`config.mk`:
```
export PLATFORM = sky130hd
export DESIGN_NAME = i2c_write_arbiter
export DESIGN_NICKNAME = d
export VERILOG_FILES = /design/src/rtl/i2c_pkg.sv /design/src/rtl/rr_pick.sv /design/src/rtl/i2c_write_arbiter.sv
export SDC_FILE = /design/constraint.sdc
export NUM_CORES = 1
export LEC_CHECK = 0
export ABC_AREA = 0
export CAP_MARGIN = 0
export CORE_ASPECT_RATIO = 1.5
export CORE_MARGIN = 2
export CORE_UTILIZATION = 39
export DETAILED_ROUTE_END_ITERATION = 16
export GPL_ROUTABILITY_DRIVEN = 0
export HOLD_SLACK_MARGIN = 0.12
export PLACE_DENSITY = 0.76
export SETUP_SLACK_MARGIN = 0.15
export SYNTH_ARGS = -nofsm -noshare
export SYNTH_HDL_FRONTEND = slang
export SYNTH_HIERARCHICAL = 1
export SYNTH_SLANG_ARGS = --single-unit
```
`constraint.sdc`:
```
create_clock -name i_clk -period 1.5 [get_ports i_clk]
set_input_delay 0.15 -clock i_clk [delete_from_list [all_inputs] [get_ports i_clk]]
set_output_delay 0.15 -clock i_clk [all_outputs]
set_load 0.01 [all_outputs]
```
`src/rtl/i2c_pkg.sv`:
```
// Shared types and constants for the I2C write path.
// Arbiter state encoding, bus widths, known slave addresses.
package i2c_pkg;

  typedef enum logic [1:0] {
    IDLE    = 2'd0,
    ADDR    = 2'd1,
    DATA    = 2'd2,
    RELEASE = 2'd3
  } t_arb_state;

  localparam int I2C_ADDR_WIDTH = 7;
  localparam int I2C_DATA_WIDTH = 8;

  localparam logic [6:0] SSD1306_ADDR = 7'h3C;

  function automatic int idx_w(input int n);
    return (n > 1) ? $clog2(n) : 1;
  endfunction

endpackage

```
`src/rtl/rr_pick.sv`:
```
// Round-robin winner search over a request vector.
// Search starts one past the pointer and wraps around.
module rr_pick
  import i2c_pkg::*;
#(
  parameter int N  = 2,
  parameter int IW = idx_w(N)
) (
  input  logic [N-1:0]  i_req,
  input  logic [IW-1:0] i_ptr,
  output logic [IW-1:0] o_idx,
  output logic          o_valid
);

  logic [IW-1:0] j;

  // first requester found after the pointer wins
  always_comb begin
    o_idx   = '0;
    o_valid = 1'b0;
    j       = i_ptr;
    for (int i = 0; i < N; i++) begin
      j = (j == IW'(N - 1)) ? '0 : j + 1'b1;
      if (!o_valid && i_req[j]) begin
        o_idx   = j;
        o_valid = 1'b1;
      end
    end
  end

endmodule

```
`src/rtl/i2c_write_arbiter.sv`:
```
// Shares one I2C write master between several requesters.
// Round-robin per transaction, with a hung-master watchdog.
module i2c_write_arbiter
  import i2c_pkg::*;
#(
  parameter int N_REQ      = 2,
  parameter int ADDR_WIDTH = I2C_ADDR_WIDTH,
  parameter int DATA_WIDTH = I2C_DATA_WIDTH,
  parameter int WDT_CYCLES = 65535
) (
  input  logic                        i_clk,
  input  logic                        i_arst,
  input  logic [N_REQ-1:0]            i_req,
  input  logic [N_REQ*ADDR_WIDTH-1:0] i_req_addr,
  input  logic [N_REQ*DATA_WIDTH-1:0] i_req_data,
  input  logic [N_REQ-1:0]            i_req_last,
  output logic [N_REQ-1:0]            o_gnt,
  output logic [N_REQ-1:0]            o_addr_done,
  output logic [N_REQ-1:0]            o_data_done,
  output logic [N_REQ-1:0]            o_fail,
  output logic                        o_busy,
  output logic                        o_wdt_error,
  output logic                        o_m_start,
  output logic                        o_m_last,
  output logic [ADDR_WIDTH-1:0]       o_m_addr,
  output logic [DATA_WIDTH-1:0]       o_m_data,
  input  logic                        i_m_ready,
  input  logic                        i_m_addr_done,
  input  logic                        i_m_data_done,
  input  logic                        i_m_rw_failure
);

  localparam int IW = idx_w(N_REQ);
  localparam int CW = $clog2(WDT_CYCLES + 1);

  t_arb_state state_q, state_d;

  logic [IW-1:0]         owner_q, owner_d;
  logic [IW-1:0]         ptr_q, ptr_d;
  logic [IW-1:0]         win_idx;
  logic                  win_vld;
  logic [N_REQ-1:0]      own_oh;
  logic [ADDR_WIDTH-1:0] sel_addr;
  logic [DATA_WIDTH-1:0] sel_data;
  logic                  sel_last;
  logic [CW-1:0]         wdt_q;
  logic                  wdt_err_q;
  logic                  m_event;

  rr_pick #(
    .N  (N_REQ),
    .IW (IW)
  ) u_pick (
    .i_req   (i_req),
    .i_ptr   (ptr_q),
    .o_idx   (win_idx),
    .o_valid (win_vld)
  );

  assign own_oh = (state_q != IDLE) ?
                  (N_REQ'(1) << owner_q) : '0;

  assign m_event = i_m_addr_done | i_m_data_done |
                   i_m_rw_failure;

  // route the owner's address, byte and last flag
  always_comb begin
    sel_addr = '0;
    sel_data = '0;
    sel_last = 1'b0;
    if (state_q != IDLE) begin
      sel_addr = i_req_addr[owner_q*ADDR_WIDTH +: ADDR_WIDTH];
      sel_data = i_req_data[owner_q*DATA_WIDTH +: DATA_WIDTH];
      sel_last = i_req_last[owner_q];
    end
  end

  // next state and forwarded master events
  always_comb begin
    state_d     = state_q;
    owner_d     = owner_q;
    ptr_d       = ptr_q;
    o_m_start   = 1'b0;
    o_addr_done = '0;
    o_data_done = '0;
    o_fail      = '0;
    unique case (state_q)
      IDLE: begin
        if (i_m_ready && win_vld) begin
          owner_d = win_idx;
          state_d = ADDR;
        end
      end
      ADDR: begin
        o_m_start = i_m_ready;
        if (i_m_rw_failure) begin
          o_fail  = own_oh;
          state_d = RELEASE;
        end else if (i_m_addr_done) begin
          o_addr_done = own_oh;
          state_d     = DATA;
        end
      end
      DATA: begin
        if (i_m_rw_failure) begin
          o_fail  = own_oh;
          state_d = RELEASE;
        end else if (i_m_data_done) begin
          o_data_done = own_oh;
          if (sel_last) state_d = RELEASE;
        end
      end
      RELEASE: begin
        if (i_m_ready) begin
          ptr_d   = owner_q;
          state_d = IDLE;
        end
      end
      default: state_d = IDLE;
    endcase
  end

  // arbitration state, owner and priority pointer
  always_ff @(posedge i_clk or posedge i_arst) begin
    if (i_arst) begin
      state_q <= IDLE;
      owner_q <= '0;
      ptr_q   <= IW'(N_REQ - 1);
    end else begin
      state_q <= state_d;
      owner_q <= owner_d;
      ptr_q   <= ptr_d;
    end
  end

  // cycles since last master event; sticky overflow flag
  always_ff @(posedge i_clk or posedge i_arst) begin
    if (i_arst) begin
      wdt_q     <= '0;
      wdt_err_q <= 1'b0;
    end else begin
      if (state_q == IDLE || m_event)
        wdt_q <= '0;
      else if (wdt_q != CW'(WDT_CYCLES))
        wdt_q <= wdt_q + 1'b1;
      if (wdt_q == CW'(WDT_CYCLES))
        wdt_err_q <= 1'b1;
    end
  end

  assign o_gnt       = own_oh;
  assign o_busy      = (state_q != IDLE);
  assign o_wdt_error = wdt_err_q;
  assign o_m_addr    = sel_addr;
  assign o_m_data    = sel_data;
  assign o_m_last    = sel_last;

endmodule

```
# Word-level counts from Yosys, hierarchy flattened
# Index checks and enable logic that the tools add are counted.
dict set report op_classes {
  eq_ne 10
  order_cmp 3
  bitwise 2
  n_addsub 3
  mul 1
  mux 35
  n_shift 3
  reduce_logical 11
}
# cell count
set op_table {}
lappend op_table {{16-bit two-way mux} 2}
lappend op_table {{2-bit two-way mux} 16}
lappend op_table {{16-bit by 1-bit adder with 16-bit output, second input constant} 1}
lappend op_table {{16-bit equality test, second input constant} 1}
lappend op_table {{16-bit inequality test, second input constant} 1}
lappend op_table {{16-bit by 5-bit indexed part select with 8-bit output} 1}
lappend op_table {{1-bit two-way mux} 14}
lappend op_table {{14-bit by 5-bit indexed part select with 7-bit output} 1}
lappend op_table {{3-bit inequality test, second input constant} 3}
lappend op_table {{8-bit two-way mux} 1}
lappend op_table {{2-bit one-hot mux with 4 select lines} 1}
lappend op_table {{7-bit two-way mux} 1}
lappend op_table {{1-bit by 2-bit less-than comparator with 1-bit output, second input constant} 3}
lappend op_table {{5-bit AND reduction} 1}
lappend op_table {{2-bit equality test, second input constant} 2}
lappend op_table {{1-bit by 3-bit multiplier with 4-bit output, second input constant} 1}
lappend op_table {{2-bit inequality test, second input constant} 2}
lappend op_table {{2-bit AND reduction} 2}
lappend op_table {{2-bit nonzero test} 2}
lappend op_table {{1-bit adder, second input constant} 2}
lappend op_table {{2-bit by 1-bit equality test with 1-bit output, second input constant} 1}
lappend op_table {{1-bit logical AND} 2}
lappend op_table {{2-bit zero test} 1}
lappend op_table {{1-bit bitwise OR} 2}
lappend op_table {{4 further kinds} 4}
dict set report word_totals {
  inputBits 40
  elab_cells 73
  regBits 21
  output_inout_bits 27
}

# Depth between registers and ports, before layout
# Gate-level depths: netlist (run 1).
dict set report logic_depth {
  word_depth 11
  depth_mapped 7
  ltp_nobuf 6
}

# By module
# The synthesis (run 1) kept the hierarchy.
# module cells_per_inst instances seq_area_each_um2 area_per_inst_um2
set modules_own_cells {}
lappend modules_own_cells {i2c_write_arbiter 183 1 526.8 1575.3}
lappend modules_own_cells {rr_pick 2 1 0.0 13.8}

# Worst setup path after synthesis (run 1)
# No wires, ideal clock.
dict set report synth_timing {
  path_type {reg2reg}
  startpoint {reg state_q[0]}
  endpoint {reg wdt_q[11]}
  stages_incl_launch_ff 8
  required_ns 1.418
  arrival_time_ns 1.599
  path_buffers 2
  setup_slack_ns -0.181
  synth_period_minus_slack_ns 1.681
  setup_ns 0.082
  path_cell_list {dfrtp_1 -> inv_1 -> ha_1 -> buf_4 -> nor4_4 -> buf_4 -> o21ai_0 -> a31oi_1}
}
dict set report synth_between {
  elab_chain_len 3
  elab_cells_between_ends 4
  classes_between {mux (1); reduce/logical (3)}
}
# item line_no
set synth_lines {}
lappend synth_lines {{from (decl)} i2c_write_arbiter.sv:36} ;# t_arb_state state_q, state_d;
lappend synth_lines {{from (signal assigned)} i2c_write_arbiter.sv:130} ;# state_q <= state_d;
lappend synth_lines {{2-bit zero test (*)} i2c_write_arbiter.sv:142} ;# if (state_q == IDLE || m_event)
lappend synth_lines {{1-bit logical OR (*)} i2c_write_arbiter.sv:142}
lappend synth_lines {{16-bit two-way mux or 2-bit nonzero test (tied branches)} --}
lappend synth_lines {{to (signal assigned)} i2c_write_arbiter.sv:145} ;# wdt_q <= wdt_q + 1'b1;
lappend synth_lines {{to (decl)} i2c_write_arbiter.sv:46} ;# logic [CW-1:0] wdt_q;
# Mark *: on every way between the ends. The rest lies on a longest branch, timed or not.
# A chain may end at the register's enable or synchronous reset.

# Worst setup path in the final report (run 1)
dict set report layout_timing {
  startpoint {reg state_q[0]}
  endpoint {reg state_q[1]}
}
dict set report layout_between {
  elab_chain_len 4
  elab_cells_between_ends 13
  classes_between {eq/ne (8); mux (2); reduce/logical (3)}
}
# item line_no
set layout_lines {}
lappend layout_lines {{2-bit nonzero test} i2c_write_arbiter.sv:71} ;# if (state_q != IDLE) begin
lappend layout_lines {{1-bit two-way mux} i2c_write_arbiter.sv:71}
lappend layout_lines {{3-bit inequality test (no line)} --}
lappend layout_lines {{5-bit AND reduction (no line)} --}
# Several ways; a longest one is shown, not always the timed one.

==> results of run 1 <==
## layout make-up
cell class | count | area share
well taps | 45 | 0.01644
flip-flops and latches | 21 | 0.1545
repair buffers | 135 | 0.3751
clock buffers | 3 | 0.01205
inverters | 7 | 0.008400
multi-input cells | 148 | 0.4321
clock inverters | 1 | 0.001461
## flip-flops by register name, indices dropped and copies added (netlist names)
register,flops
o_wdt_error,1
ptr_q,1
owner_q,1
state_q,2
wdt_q,16
## Yosys cell counts, types with 2 or more instances
cell / instances / share of area
nor2_1: 26 / 0.061
mux2i_1: 23 / 0.14
dfrtp_1: 20 / 0.31
nand2_1: 20 / 0.047
nand2b_1: 8 / 0.031
nand3_1: 8 / 0.025
nor3_1: 8 / 0.025
inv_1: 7 / 0.017
a21oi_1: 6 / 0.019
ha_1: 5 / 0.039
o21ai_0: 5 / 0.016
a31oi_1: 4 / 0.016
buf_2: 4 / 0.013
clkbuf_1: 3 / 0.0071
mux2_2: 3 / 0.021
a221oi_1: 2 / 0.011
and4_1: 2 / 0.011
buf_4: 2 / 0.0094
nand4_1: 2 / 0.0079
nor2b_1: 2 / 0.0079
nor4_1: 2 / 0.0079
or2b_1: 2 / 0.0094
## worst min-delay path, stage by stage
cell and delay, ps:
clkdlybuf4s50_1 390, inv_1 50, buf_4 280
## kinds of logic after synthesis
family | Yosys count
multiplexers | 26
AO/OA/AOI/OAI | 26
adder cells (fa/ha/maj) | 5
AND/OR/NAND/NOR | 91
buffers and inverters | 16
flip-flops | 21
## routing by layer
layer / wire [um] / share of wire / vias to the layer above
met1: 2556 / 0.37 / 969
met5: 0 / 0 / -
met4: 258 / 0.037 / 0
met3: 384 / 0.056 / 22
li1: - / - / 922
met2: 3687 / 0.54 / 101
## path summary, 6_finish.rpt
path	from	endpoint	slack (ps)	cells after the start
setup / recovery	state_q[0]	state_q[1]	-230	7
hold / removal	i_arst	wdt_q[10]	210	3
setup reg to reg	state_q[0]	state_q[1]	-230	7
hold reg to reg	o_wdt_error	o_wdt_error	480	1
max in group asynchronous	i_arst	ptr_q	1010	3
min in group i_clk	o_wdt_error	o_wdt_error	480	1
## report_power, final
part           total (mW)  switching (mW)  internal (mW)
Combinational        3.61            1.61           2.00
Sequential          0.697          0.0608          0.637
Clock               0.395           0.209          0.186
Total                4.70            1.88           2.82
## timing repair
| action | CTS | global route |
|---|---|---|
| endpoints found under the setup margin | 44 | 46 |
| cloned | 0 | 1 |
| gates resized for setup | 164 | 79 |
| buffers inserted | 12 | 14 |
| pin swaps | 14 | 31 |
| hold buffers | 0 | 0 |
==> results.toml, run 1 <==
[synthesis]
synth_compound_area_frac = 0.1134
yosysWarnings = 6
synth_fp_nets = 230
synth_cell_types = 43
muxShareOfSynthArea = 0.1661
synth_fa_ha_area_frac = 0.03937
synth_area_sq_mm = 0.001589
synth_top_family_by_area = "simple AND/OR/NAND/NOR gates"
yosys.area_share.simple = 0.3039
synthFlopType = "dfrtp_1"
ys_ff_latch = 21
synth_cells = 185
async_flop_share = 1.000
synth_edf_count = 0
synthXorXnorAreaFrac = 0
ys_seq_area_frac = 0.3315
avgSynthCellArea_sq_um = 8.589

[cts]
htree_levels = 1
clock_path_buffers = 2
root_buffer = "clkbuf_8"
cts_buffers = 3
clkSinkCount = 21
cts_tree = "yes"
clock_latency_ps = 270
path_clk_slew_ps = 80

[worst_setup_path]
crit_fanout = 2
crit_required_ps = 1660
cp_slowest_cell = "dfrtp_1"
max_stage_delay_ps = 410
cp_top_family = "flip-flops"
crit_arrival_ps = 1890
crit_type = "register to register"
critPathCaptureType = "register"
cp-start-kind = "register"
critical_path_buf_inv_count = 2
crit_chain = "buf_6, buf_6, ha_4, nor2b_4, a221oi_2, nand2_1, mux2_4"
path_common_cell = "buf_6"

[cells_and_area]
register_area_sq_um = 529.3
area_growth_pct = 115.6
num_antenna_cells = 0
final_cell_mix = "buf_4 (41), clkdlybuf4s50_1 (40), buf_6 (37), dfrtp_1 (18), mux2i_1 (15)"
final_common_cell = "buf_4"
utilization = 0.8731
fin_cells = 360
multi_input_area_sq_mm = 0.001480
fillers = 166
final_area_sq_mm = 0.003426
fin_nets = 361
drive_gt1_frac = 0.5810

[global_route]
gr-usage-met2 = 0.4447
grt_pass1_wl_um = 8604
grt-ovfl-total = 0
grt_use_met3 = 0.04206
grtUsageMet1 = 0.2624
track_usage = 0.2370
grt_max_degree = 22
grt_pass1_vias = 1953
top_usage_layer = "met2"
antenna_found_initial = 0

[routing]
vias = 2014
drt_iter0_markers = 82
drt_pass1_iterations = 4
viasPerCell = 5.594
ant_nets = 0
wl_um = 6886
post_drt_wl_per_cell_um = 19.13
drc = 0

[die]
core_area_sq_mm = 0.003924
die_w_um = 56.12
pin_count = 67
die_y_um = 82.18
dieArea_sq_mm = 0.004611
floorplan.initialDensity = 0.4050
num_rows = 28

[status]
status = "complete, but fails checks"
violations = "setup timing"

[power]
p_total_mw = 4.699
peakVddDrop_uv = 1237
p_leak_nw = 1.485
power_density_mw_per_mm2 = 1372

[place]
dpl_worst_slack_ps = -234.2
dpl.cell_count = 329
hpwl_um = 3761
io_buffers = 66
postPlaceCellArea_sq_mm = 0.002670

[sta]
finClkSkew_ps = 5.475
max_freq_mhz = 576.4
setup_viol = 36
holdWs_ps = 212.1
period_minus_slack_ps = 1735
setup_ws_ps = -235.0
maxSlewViolCount = 0
period_share = 1.157
rsz0062_at_grt = "yes"
finalHoldViolCount = 0
tns_ps = -3205
relSlewSlack = 0.7698
worst_pin_slew_ps = 342.6

[flow_run]
drv_cap = 0

[worst_hold_path]
hold_class = "primary input to asynchronous set/reset pin"
Power figures use the tool's default switching activity.
==> run 2: changes to the inputs <==
- HOLD_SLACK_MARGIN: 0.12 -> 0.06
- TNS_END_PERCENT: default -> 10
==> results.toml, run 2 (synthesis results as in run 1) <==
[status]
status = "complete, but fails checks"
violations = "setup timing"

[worst_setup_path]
crit-reg2reg-launch = "state_q[1]"
crit_arrival_ps = 1820
crit_type = "register to register"
crit_start = "state_q[1]"
crit_required_ps = 1650
crit_fanout = 3
critPathCaptureType = "register"
cp-start-kind = "register"

[cells_and_area]
final_cell_mix = "clkdlybuf4s50_1 (40), buf_4 (28), mux2i_1 (23), buf_2 (22)"
largest-register = "wdt_q"
fin_cells = 336
fillers = 304
final_common_cell = "clkdlybuf4s50_1"
fin_nets = 337
reg.largest.list = "wdt_q: 16 flops, state_q: 2 flops"
utilization = 0.7309
drive_gt1_frac = 0.4158
largest_reg_flops = 16
area_growth_pct = 80.47
num_antenna_cells = 0

[global_route]
grt_pass1_vias = 1881
grt_pass1_wl_um = 8362
antenna_found_initial = 0
track_usage = 0.2262
grt_max_degree = 22
grt-ovfl-total = 0

[power]
p_leak_nw = 1.274
peakVddDrop_uv = 923.1
power_density_mw_per_mm2 = 1197

[routing]
post_drt_wl_per_cell_um = 15.32
drc = 0
ant_nets = 0
drt_pass1_iterations = 4
drt_iter0_markers = 41
vias = 1798
wl_um = 5149
viasPerCell = 5.351

[sta]
relSlewSlack = 0.6192
rsz0062_at_grt = "yes"
setup_ws_ps = -168.5
period_share = 1.112
finClkSkew_ps = 0.5448
period_minus_slack_ps = 1669
setup_viol = 26
maxSlewViolCount = 0
finalHoldViolCount = 0
max_freq_mhz = 599.3
worst_pin_slew_ps = 556.8
tns_ps = -1642

[place]
dpl.cell_count = 327
io_buffers = 66
hpwl_um = 3736

[cts]
clock_path_buffers = 2
clkSinkCount = 21
root_buffer = "clkbuf_8"
cts_tree = "yes"
postCtsHoldBufs = 0
cts_buffers = 3
htree_levels = 1
clock_latency_ps = 260
path_clk_slew_ps = 80

[die]
die_w_um = 56.12
die_y_um = 82.18
num_rows = 28
floorplan.initialDensity = 0.4050
core_area_sq_mm = 0.003924
pin_count = 67
dieArea_sq_mm = 0.004611

[flow_run]
drv_cap = 0

[worst_hold_path]
hold_class = "primary input to asynchronous set/reset pin"
[run 2: per-stage QoR]
| stage | hold slack (ps) | instance area [sq um] | power (mW) | worst slack, ps |
|---|---|---|---|---|
| 2_1_floorplan | 125.8 | 1633 | 1.719 | 13.88 |
| 3_3_place_gp | 453.1 | 2635 | 2.839 | -183.9 |
| 3_5_place_dp | 456.6 | 2635 | 2.884 | -211.0 |
| 4_1_cts | 230.9 | 2825 | 3.346 | -163.7 |
| 5_1_grt | 282.3 | 2868 | 3.651 | -243.2 |
| 6_report | 212.8 | 2868 | 3.434 | -168.5 |
[run 2: area by class of cell]
| type | count | area, sq um | share of cell area |
|---|---|---|---|
| tap | 45 | 56.30 | 0.01963 |
| clock inverter | 1 | 5.005 | 0.001745 |
| timing repair buffer | 111 | 985.9 | 0.3438 |
| inverter | 7 | 26.28 | 0.009162 |
| clock buffer | 3 | 41.29 | 0.01440 |
| multi-input combinational | 148 | 1225 | 0.4271 |
| sequential | 21 | 528.0 | 0.1841 |
[run 2: power breakdown]
| part | switching [mW] | leakage, nW | internal [mW] |
|---|---|---|---|
| Clock | 0.189 | 0.0255 | 0.185 |
| Combinational | 1.10 | 0.966 | 1.26 |
| Sequential | 0.0565 | 0.282 | 0.639 |
| Total | 1.35 | 1.27 | 2.09 |
[run 2: critical path: stages (launching register included)]
cell and delay [ps]:
dfrtp_1 400, buf_6 130, buf_6 120, ha_4 160, nor2b_4 130, a221oi_2 190, nand2_2 110, mux2_4 310
[run 2: timing repair]
item / in CTS / in global routing
pin swaps: 25 / 11
setup buffers: 4 / 1
setup endpoints to repair: 46 / 47
resized for setup: 151 / 11
[run 2: final timing paths]
kind	to	slack (ps)	depth (start not counted)
worst max-delay path	state_q[1]	-170	7
max in group asynchronous	ptr_q	1020	3
min in group i_clk	o_wdt_error	480	1
worst max register to register	state_q[1]	-170	7
worst min-delay path	o_wdt_error	210	3
worst min register to register	o_wdt_error	480	1
[run 2: routing by layer]
layer / share of wire / vias to the layer above / track usage
li1: - / 878 / -
met5: 0 / - / 0
met3: 0.072 / 10 / 0.04050
met1: 0.36 / 832 / 0.2366
met2: 0.55 / 78 / 0.4494
met4: 0.020 / 0 / 0.07857
